### config.mk
export PLATFORM = sky130hd
export DESIGN_NAME = instr_fetch_unit
export DESIGN_NICKNAME = d
export VERILOG_FILES = /design/src/rtl/instr_fetch_unit.sv
export SDC_FILE = /design/constraint.sdc
export NUM_CORES = 1
export LEC_CHECK = 0
export CORE_AREA = 2 2 172 174
export CTS_CLUSTER_DIAMETER = 150
export DETAILED_ROUTE_END_ITERATION = 16
export DIE_AREA = 0 0 174 176
export DONT_BUFFER_PORTS = 1
export PLACE_DENSITY_LB_ADDON = 0.15
export SLEW_MARGIN = 25
export SYNTH_ARGS = -nofsm -noshare
export SYNTH_HDL_FRONTEND = slang
export SYNTH_SLANG_ARGS = --single-unit
export TNS_END_PERCENT = 1
### constraint.sdc
create_clock -name clk -period 5.51 [get_ports clk]
set_clock_uncertainty 0.05 [all_clocks]
set_input_delay 1.3775 -clock clk [delete_from_list [all_inputs] [get_ports clk]]
set_output_delay 1.3775 -clock clk [all_outputs]
set_load 0.02 [all_outputs]
### src/rtl/instr_fetch_unit.sv
// instr_fetch_unit: IF stage issuing sequential word reads and buffering in-order responses for the decoder.
// Credits cover in-flight reads plus buffered entries, so a non-stale response always finds a free slot.
module instr_fetch_unit #(
  parameter int              XLEN         = 32,
  parameter int              IF_LEN       = 32,
  parameter int              IF_INC       = 4,
  parameter logic [XLEN-1:0] IF_BASE_ADDR = 32'h1000_0000,
  parameter logic [XLEN-1:0] IF_MAX_ADDR  = 32'h1000_3FFF,
  parameter int              FIFO_DEPTH   = 2
) (
  input  logic              clk,
  input  logic              rst_n,
  output logic              mem_req_valid,
  input  logic              mem_req_ready,
  output logic [XLEN-1:0]   mem_req_addr,
  input  logic              mem_rsp_valid,
  input  logic [IF_LEN-1:0] mem_rsp_data,
  input  logic              redirect_valid,
  input  logic [XLEN-1:0]   redirect_addr,
  output logic              instr_valid,
  input  logic              instr_ready,
  output logic [IF_LEN-1:0] instr_data,
  output logic [XLEN-1:0]   instr_pc,
  output logic              instr_fault,
  output logic              flush_pulse
);
  localparam int AW = $clog2(FIFO_DEPTH);
  localparam int CW = AW + 1;
  localparam logic [CW-1:0] DEPTH_C = CW'(FIFO_DEPTH);
  localparam logic [XLEN-1:0] LAST_ADDR = IF_MAX_ADDR - XLEN'(3);
  localparam logic [IF_LEN-1:0] NOP = IF_LEN'(32'h0000_0013);
  typedef enum logic [1:0] {RUN, FAULT_PEND, HALT} state_t;
  state_t r_state, w_state_nxt;
  logic [XLEN-1:0] r_pc, w_rsp_pc, w_push_pc;
  logic [CW-1:0] r_count, r_outstanding, r_discard;
  logic [AW-1:0] r_wr_ptr, r_rd_ptr;
  logic [XLEN-1:0] r_fifo_pc [FIFO_DEPTH];
  logic [IF_LEN-1:0] r_fifo_data [FIFO_DEPTH];
  logic [FIFO_DEPTH-1:0] r_fifo_fault;
  logic [IF_LEN-1:0] w_push_data;
  logic r_flush, w_legal, w_issue, w_drop, w_rsp_push, w_fault_push, w_push, w_pop;
  // Live reads are always the newest issues, so the oldest one sits outstanding words behind pc.
  always_comb begin
    w_legal = (r_pc >= IF_BASE_ADDR) && (r_pc <= LAST_ADDR) && (r_pc[1:0] == 2'b00);
    mem_req_valid = rst_n && (r_state == RUN) && w_legal && (r_outstanding + r_count < DEPTH_C) &&
                    (r_discard == '0) && !redirect_valid;
    w_issue = mem_req_valid && mem_req_ready;
    w_drop = mem_rsp_valid && (r_discard != '0);
    w_rsp_push = mem_rsp_valid && (r_discard == '0) && !redirect_valid;
    w_fault_push = (r_state != HALT) && !w_legal && (r_outstanding == '0) && (r_count < DEPTH_C) && !redirect_valid;
    w_push = w_rsp_push || w_fault_push;
    w_pop = instr_valid && instr_ready && !redirect_valid;
    w_rsp_pc = r_pc - XLEN'(IF_INC) * XLEN'(r_outstanding);
    w_push_pc = w_fault_push ? r_pc : w_rsp_pc;
    w_push_data = w_fault_push ? NOP : mem_rsp_data;
    w_state_nxt = redirect_valid ? RUN :
                  w_fault_push ? HALT :
                  (r_state == RUN && !w_legal) ? FAULT_PEND : r_state;
  end
  always_ff @(posedge clk or negedge rst_n) begin
    if (!rst_n) r_state <= RUN;
    else r_state <= w_state_nxt;
  end
  always_ff @(posedge clk or negedge rst_n) begin
    if (!rst_n) begin
      r_pc <= IF_BASE_ADDR;
      r_count <= '0;
      r_outstanding <= '0;
      r_discard <= '0;
      r_wr_ptr <= '0;
      r_rd_ptr <= '0;
      r_flush <= 1'b0;
      r_fifo_fault <= '0;
      for (int i = 0; i < FIFO_DEPTH; i++) begin
        r_fifo_pc[i] <= '0;
        r_fifo_data[i] <= '0;
      end
    end else begin
      r_flush <= redirect_valid;
      if (redirect_valid) begin
        r_pc <= redirect_addr;
        r_count <= '0;
        r_wr_ptr <= '0;
        r_rd_ptr <= '0;
        r_outstanding <= '0;
        r_discard <= r_discard + r_outstanding - CW'(mem_rsp_valid);
      end else begin
        if (w_issue) r_pc <= r_pc + XLEN'(IF_INC);
        r_outstanding <= r_outstanding + CW'(w_issue) - CW'(w_rsp_push);
        r_discard <= r_discard - CW'(w_drop);
        r_count <= r_count + CW'(w_push) - CW'(w_pop);
        if (w_push) begin
          r_fifo_pc[r_wr_ptr] <= w_push_pc;
          r_fifo_data[r_wr_ptr] <= w_push_data;
          r_fifo_fault[r_wr_ptr] <= w_fault_push;
          r_wr_ptr <= r_wr_ptr + 1'b1;
        end
        if (w_pop) r_rd_ptr <= r_rd_ptr + 1'b1;
      end
    end
  end
  always_ff @(posedge clk) begin
    if (rst_n && mem_rsp_valid && r_discard == '0) assert (r_count < DEPTH_C && r_outstanding != '0);
  end
  assign mem_req_addr = r_pc;
  assign instr_valid = (r_count != '0);
  assign instr_pc = r_fifo_pc[r_rd_ptr];
  assign instr_data = r_fifo_data[r_rd_ptr];
  assign instr_fault = r_fifo_fault[r_rd_ptr];
  assign flush_pulse = r_flush;
endmodule
==> After elaboration in Yosys (flattened, before gate mapping) <==
Cells that the tools add are included.
{ "op_classes": {"muxes": 29, "reduce_logical": 34, "addsub": 12, "bitwise_logic": 3, "order_cmp": 10, "eq_ne": 1} }
{ "op_table": {"columns": ["op", "count"], "rows": [
  ["$mux W32", 11],
  ["$bwmux W64", 2],
  ["$add A32 B3 Y32 const B", 1],
  ["$demux W32 S1", 1],
  ["$ge A32 B29 Y1 const B", 1],
  ["$le A32 B29 Y1 const B", 1],
  ["$sub A32 B4 Y32", 1],
  ["$logic_and A1 B1 Y1", 20],
  ["$mux W2", 6],
  ["$reduce_bool A2 Y1", 5],
  ["$logic_not A2 Y1", 4],
  ["$sub A2 B1 Y2", 4],
  ["$mux W1", 7],
  ["$add A2 B1 Y2", 2],
  ["$add A2 B2 Y2", 2],
  ["$ge A2 B2 Y1 const B", 2],
  ["$lt A1 B2 Y1 const B", 2],
  ["$lt A2 B2 Y1 const B", 2],
  ["$not A1 Y2", 2],
  ["$reduce_bool A3 Y1", 1],
  ["$add A1 B1 Y1 const B", 2],
  ["$bwmux W2", 1],
  ["$logic_not A1 Y1", 2],
  ["$lt A2 B1 Y1 const B", 1],
  ["other kinds (6)", 6]
]} }
{ "word_totals": {"elab_cells": 102, "ff_bits": 173, "output_inout_bits": 100} }

==> Logic depth before layout (Yosys ltp) <==
Gate-level depths: netlist of run 1.
{ "logic_depth": {"word_depth": 12, "depth_mapped": 11, "depth_no_buf": 10} }

==> Worst setup path before layout of run 1 <==
No wires, ideal clock.
{ "synth_path": {"kind": "in2out", "from": "input port redirect_valid", "to": "output port mem_req_valid", "path_buffers": 1, "required_time_ps": 4083, "stages": 5, "t_arrival_ps": 2280, "path_slack_ps": 1803, "path_cell_list": "clkbuf_1 -> nor3_1 -> and3_1 -> nand4_1 -> inv_1"} }
{ "synth_via": {"elab_chain_cells": 2} }
{ "synth_rtl": {"columns": ["item", "line", "rtl"], "rows": [
  ["from (decl)", "18", "input logic redirect_valid,"],
  ["$logic_not A1 Y1", "46", "(r_discard == '0) && !redirect_valid;"],
  ["$logic_and A1 B1 Y1", "46", null],
  ["to (decl)", "13", "output logic mem_req_valid,"]
]} }
No other way between the ends.

==> Final worst setup path of run 1 <==
{ "layout_path": {"from": "register r_pc[26] (netlist: mem_req_addr[26])", "to": "output port mem_req_valid"} }
{ "layout_via": {"elab_chain_cells": 7, "elab_cells_between_ends": 8, "cone_classes": "2 x order compare; 6 x reduce/logical"} }
{ "layout_rtl": {"columns": ["item", "line", "rtl"], "rows": [
  ["from (decl)", "34", "logic [XLEN-1:0] r_pc, w_rsp_pc, w_push_pc;"],
  ["from (signal assigned)", "81", "r_pc <= redirect_addr;"],
  ["from (signal assigned)", "88", "if (w_issue) r_pc <= r_pc + XLEN'(IF_INC);"],
  ["$ge A32 B29 Y1 / $le A32 B29 Y1 (equally long branches)", "44", "w_legal = (r_pc >= IF_BASE_ADDR) && (r_pc <= LAST_ADDR) && (r_pc[1:0] == 2'b00);"],
  ["$logic_and A1 B1 Y1 * (2 in series)", "44", null],
  ["$logic_and A1 B1 Y1 * (3 in series)", "45", "mem_req_valid = rst_n && (r_state == RUN) && w_legal && (r_outstanding + r_count < DEPTH_C) &&"],
  ["$logic_and A1 B1 Y1 *", "46", null]
]} }
Every way passes the cells marked *; elsewhere a longest branch is shown, timed or not.

==> results of run 1 <==
## metal layers
| layer | vias up | part of all wire (%) | track usage (%) |
|---|---|---|---|
| li1 | 3034 | - | - |
| met1 | 2986 | 47 | 21.72 |
| met2 | 146 | 47 | 25.60 |
| met3 | 8 | 5.6 | 4.371 |
| met4 | 0 | 0.75 | 3.326 |
| met5 | - | 0 | 0 |
## worst max-delay path: stages, from the launching register on
cell	delay [ns]
dfrtp_1	0.53
nor4_1	0.53
and4_1	0.54
nand4_1	0.25
inv_1	0.26
## cells in the final DEF, fill, tap and decap left out, types with 7 or more instances in the layout
master,Yosys,final
buf_4,2,9
o21ai_0,101,100
a21oi_1,9,9
nand3_1,19,19
nand4_1,7,7
xnor2_1,9,9
dfrtp_1,172,171
or4_1,11,11
nor3_1,13,13
ha_1,11,11
or3_1,24,24
inv_1,18,18
o31ai_1,7,7
clkbuf_16,0,17
a31oi_1,54,54
nor2_1,74,74
nand2_1,130,130
mux2_2,87,87
## state kept, by name, indices dropped and copies added, names as in the netlist
register,cells
r_discard,2
r_outstanding,2
r_fifo_pc,64
mem_req_addr,32
r_count,2
r_fifo_fault,2
r_wr_ptr,1
flush_pulse,1
r_state,2
r_fifo_data,64
r_rd_ptr,1
## final timing paths
check	start	cells after the start	endpoint
min reg2reg	r_fifo_pc[34]	2	r_fifo_pc[34]
max	mem_req_addr[26]	4	mem_req_valid
max in group asynchronous	rst_n	0	r_rd_ptr
max reg2reg	mem_req_addr[26]	6	r_fifo_data[42]
min in group asynchronous	rst_n	0	mem_req_addr[16]
min	r_fifo_pc[34]	2	r_fifo_pc[34]
## kinds of logic (layout without fill, tap and decap cells)
kind of cell	Yosys count	after routing	synth area share (%)
mux	90	90	11.90
simple gates	309	309	16.89
buf+inv	73	61	3.436
fa+ha+maj	12	12	1.858
compound gates	195	195	13.54
flops	173	173	51.04
xor+xnor	13	13	1.342
## power by group through the flow
stage               sequential [mW]  combinational, mW  clock [mW]
global route                   2.20               2.12        1.28
CTS                            2.13               1.96        1.22
finish                         2.12               1.91        1.17
floorplan                      2.00               1.60           0
global placement               2.19               1.87           0
detailed placement             2.15               1.95           0
## stage by stage
step	hold slack [ns]	util, %	total power [mW]
2_1_floorplan	0.3903	-	3.606
3_3_place_gp	0.4049	31.04	4.058
3_5_place_dp	0.4136	31.14	4.098
4_1_cts	0.4323	33.12	5.299
5_1_grt	0.4431	33.12	5.601
6_report	0.4227	33.12	5.197
## layout make-up
| type | instances | area [µm²] | area share, % |
|---|---|---|---|
| Clock buffer | 20 | 466.7 | 4.936 |
| Clock inverter | 12 | 98.84 | 1.046 |
| Inverter | 19 | 71.32 | 0.7544 |
| Multi-Input combinational cell | 619 | 3908 | 41.33 |
| Sequential cell | 173 | 4334 | 45.84 |
| Tap cell | 384 | 480.5 | 5.082 |
| Timing Repair Buffer | 10 | 95.09 | 1.006 |
==> qor.csv, run 1 <==
metric,value,unit
cts_buffers,17,
hold_buffers,0,
overflow,0,
dp_cells,1205,
cp.required,4.08,ns
synthesis.area,8484,µm²
p_switching,2.133,mW
post_cts_buffers,0,
power.density,549.7,nW/µm²
ir_worst_vdd,0.2114,mV
drive_above_1_share,16.76,%
clkSinkCount,173,
area_delta_synth_final,11.43,%
finalSetupViolations,0,
critPathLaunchType,register,
synth.ff_latch_count,173,
cts_tree,done,
ys.warnings.count,0,
num_vias,6174,
drt-initial-drc-count,328,
final.period_utilization,71.81,%
synth_most_common_cell,dfrtp_1,
place_area,8889,µm²
final_cells,1237,
clockBufferDepth,2,
p_seq_share,40.8,%
syn_inst,865,
synth_top_area_share,50.73,%
antenna_found_initial,0,
fp.dieH,176,µm
pwr-share-clk,22.5,%
gp_congestion,0.7405,
worstPathMaxFanout,7,
post_drt_wl_per_cell,19.29,µm
die_w,174,µm
die-area,30620,µm²
setup_ws,1.553,ns
initial_core_util,29.72,%
clkSlewWorstSetupHoldPaths,0.07,ns
routed_via_density,4.991,
preCtsSetupSlack,1.857,ns
synth_area_leaders,"dfrtp_1 51%, mux2_2 12%, o21ai_0 6.0%",
worstSetupPathType,register to primary output,
rows,62,
track_usage,15.97,%
internal_power,3.064,mW
clock_latency,0.42,ns
pin_count,170,
timing.fmax,252.7,MHz
hpwl,15870,µm
fin_crit,3.957,ns
slew_headroom,36.90,%
grt_max_degree,176,
postRouteWirelength,23860,µm
cp.arrival,2.53,ns
leakage,3.843,nW
hold_class,register to register,
insertedDiodeCount,0,
fin_setup_tns,0,ns
grt_pass1_vias,6260,
post_cts_resized,0,
status,finished clean,
ys_types,53,
slew_violations,0,
ff2ff_setup_slack,2.33,ns
async_reset_ff_share,100.0,%
drtPass1Iterations,5,
cts_root_buffer,clkbuf_16,
core,28550,µm²
seq_area_frac_synth,51.04,%
worstSetupEndpointType,primary output,
fillers,3018,
synthTopCellsByCount,"172 x dfrtp_1, 130 x nand2_1, 101 x o21ai_0",
worst_pin_slew,0.9394,ns
yosys.area.top_type,dfrtp_1,
port_buffers,0,
rsz0062_at_grt,no,
synth_edf_count,0,
htreeDepth,4,
p_comb_share,36.7,%
final_cell_area,9454,µm²
grt_pass1_wl,38000,µm
switching_share,41.03,%
syn_nets,947,
drc,0,
syn_avg_cell_area,9.809,µm²
synthFlopType,dfrtp_1,
nets,922,
postRouteAntennaNets,0,
final_hold_viol_count,0,
maxCapViolations,0,
Power figures use the tool's default switching activity.
==> run 2, diff against run 1 <==
==> constraint.sdc (replaced) <==
create_clock -name clk -period 3.9 [get_ports clk]
set_clock_uncertainty 0.05 [all_clocks]
set_input_delay 0.975 -clock clk [delete_from_list [all_inputs] [get_ports clk]]
set_output_delay 0.975 -clock clk [all_outputs]
set_load 0.02 [all_outputs]
==> run 2 against run 1 <==
  * Final area is 1.4% higher
  * Sequential share of layout area is 0.63 points lower
  * Utilization is 0.46 points higher
  * Flip-flop and latch count stayed put
  * Combinational power is 42% higher
  * Global-route usage is 0.23 points lower
  * Cell count is 0.65% higher
  * Worst setup slack worse by 1.3 ns
  * Clock power is 55% higher
  * Worst hold slack worse by 0.24 ns
  * Critical path depth stayed put
  * Critical path type unchanged
  * Largest cell class unchanged
==> qor.csv, run 2 (same netlist as run 1, synthesis figures left out) <==
metric,value,unit
final_cells,1245,
core,28550,µm²
power.density,784.0,nW/µm²
clock_latency,0.43,ns
die_w,174,µm
rsz0062_at_grt,no,
preCtsSetupSlack,0.7055,ns
post_cts_buffers,0,
initial_core_util,29.72,%
internal_power,4.466,mW
cp.required,2.87,ns
grt_pass1_wl,37340,µm
area_delta_synth_final,12.98,%
port_buffers,0,
leakage,3.910,nW
hpwl,16100,µm
critPathLaunchType,register,
rows,62,
track_usage,15.74,%
cp.arrival,2.59,ns
die-area,30620,µm²
fin_total_pwr,7.515,mW
fin_crit,3.614,ns
p_seq_share,39.8,%
nets,929,
final_hold_viol_count,0,
clkSlewWorstSetupHoldPaths,0.08,ns
grt_pass1_vias,6166,
utilization,33.58,%
antenna_found_initial,1,
worstSetupEndpointType,primary output,
dp_cells,1212,
grt_max_degree,176,
maxCapViolations,0,
worstPathMaxFanout,7,
final.period_utilization,92.66,%
fin_setup_tns,0,ns
overflow,0,
post_drt_wl_per_cell,18.88,µm
drt-initial-drc-count,250,
pin_count,170,
final_cell_area,9585,µm²
num_vias,6135,
status,finished clean,
post_cts_resized,0,
drc,0,
final_common_cell,dfrtp_1,
postRouteWirelength,23510,µm
clkSinkCount,173,
cts_root_buffer,clkbuf_16,
setup_ws,0.2864,ns
switching_share,40.57,%
worstSetupPathType,register to primary output,
fp.dieH,176,µm
drtPass1Iterations,5,
hold_class,input port to asynchronous set/reset pin,
htreeDepth,4,
cts_buffers,17,
slew_headroom,44.33,%
drive_above_1_share,17.44,%
p_comb_share,36.2,%
worst_pin_slew,0.8243,ns
hold_buffers,0,
slew_violations,0,
timing.fmax,276.7,MHz
gp_congestion,0.7347,
p_switching,3.049,mW
postRouteAntennaNets,0,
clockBufferDepth,2,
routed_via_density,4.928,
place_area,8962,µm²
cts_tree,done,
layout_common_cells,"171 x dfrtp_1, 130 x nand2_1, 100 x o21ai_0",
hold_ws,0.1795,ns
pwr-share-clk,24.1,%
ir_worst_vdd,0.4054,mV
finalSetupViolations,0,
run 2: routing by layer:
metal	GRT usage, %	wire [µm]
met2	24.30	10460
met5	0	0
met4	5.882	640
met1	21.32	11220
met3	4.027	1188
run 2: path summary, 6_finish.rpt:
kind                             startpoint  cells past startpoint          endpoint  slack [ns]
min reg2reg                 r_fifo_data[26]                      2   r_fifo_data[26]        0.43
min in group clk            r_fifo_data[26]                      2   r_fifo_data[26]        0.43
min                                   rst_n                      0   mem_req_addr[9]        0.18
max                        mem_req_addr[27]                      4     mem_req_valid        0.29
max in group asynchronous             rst_n                      0     r_fifo_pc[56]        3.12
max reg2reg                mem_req_addr[27]                      9  r_outstanding[0]        0.79
run 2: final cells by class:
cell class                 count  area (µm²)
tap                          384       480.5
timing repair buffer          17       177.7
clock inverter                15       195.2
clock buffer                  17       425.4
fill                        2979       18960
inverter                      19       71.32
antenna                        1       2.502
multi-input combinational    619        3899
sequential                   173        4334
run 2: power by group through the flow:
stage	clock (mW)	sequential, mW	combinational (mW)
2_1_floorplan	0	2.83	2.26
3_3_place_gp	0	3.03	2.76
3_5_place_dp	0	3.04	2.77
4_1_cts	1.87	3.01	2.78
5_1_grt	1.94	3.10	3.02
6_report	1.81	2.99	2.72
run 2: worst max-delay path, stage by stage (launching register included):
cell and delay [ns]:
dfrtp_1 0.54, nor4_1 0.60, and4_1 0.54, nand4_1 0.22, inv_1 0.26
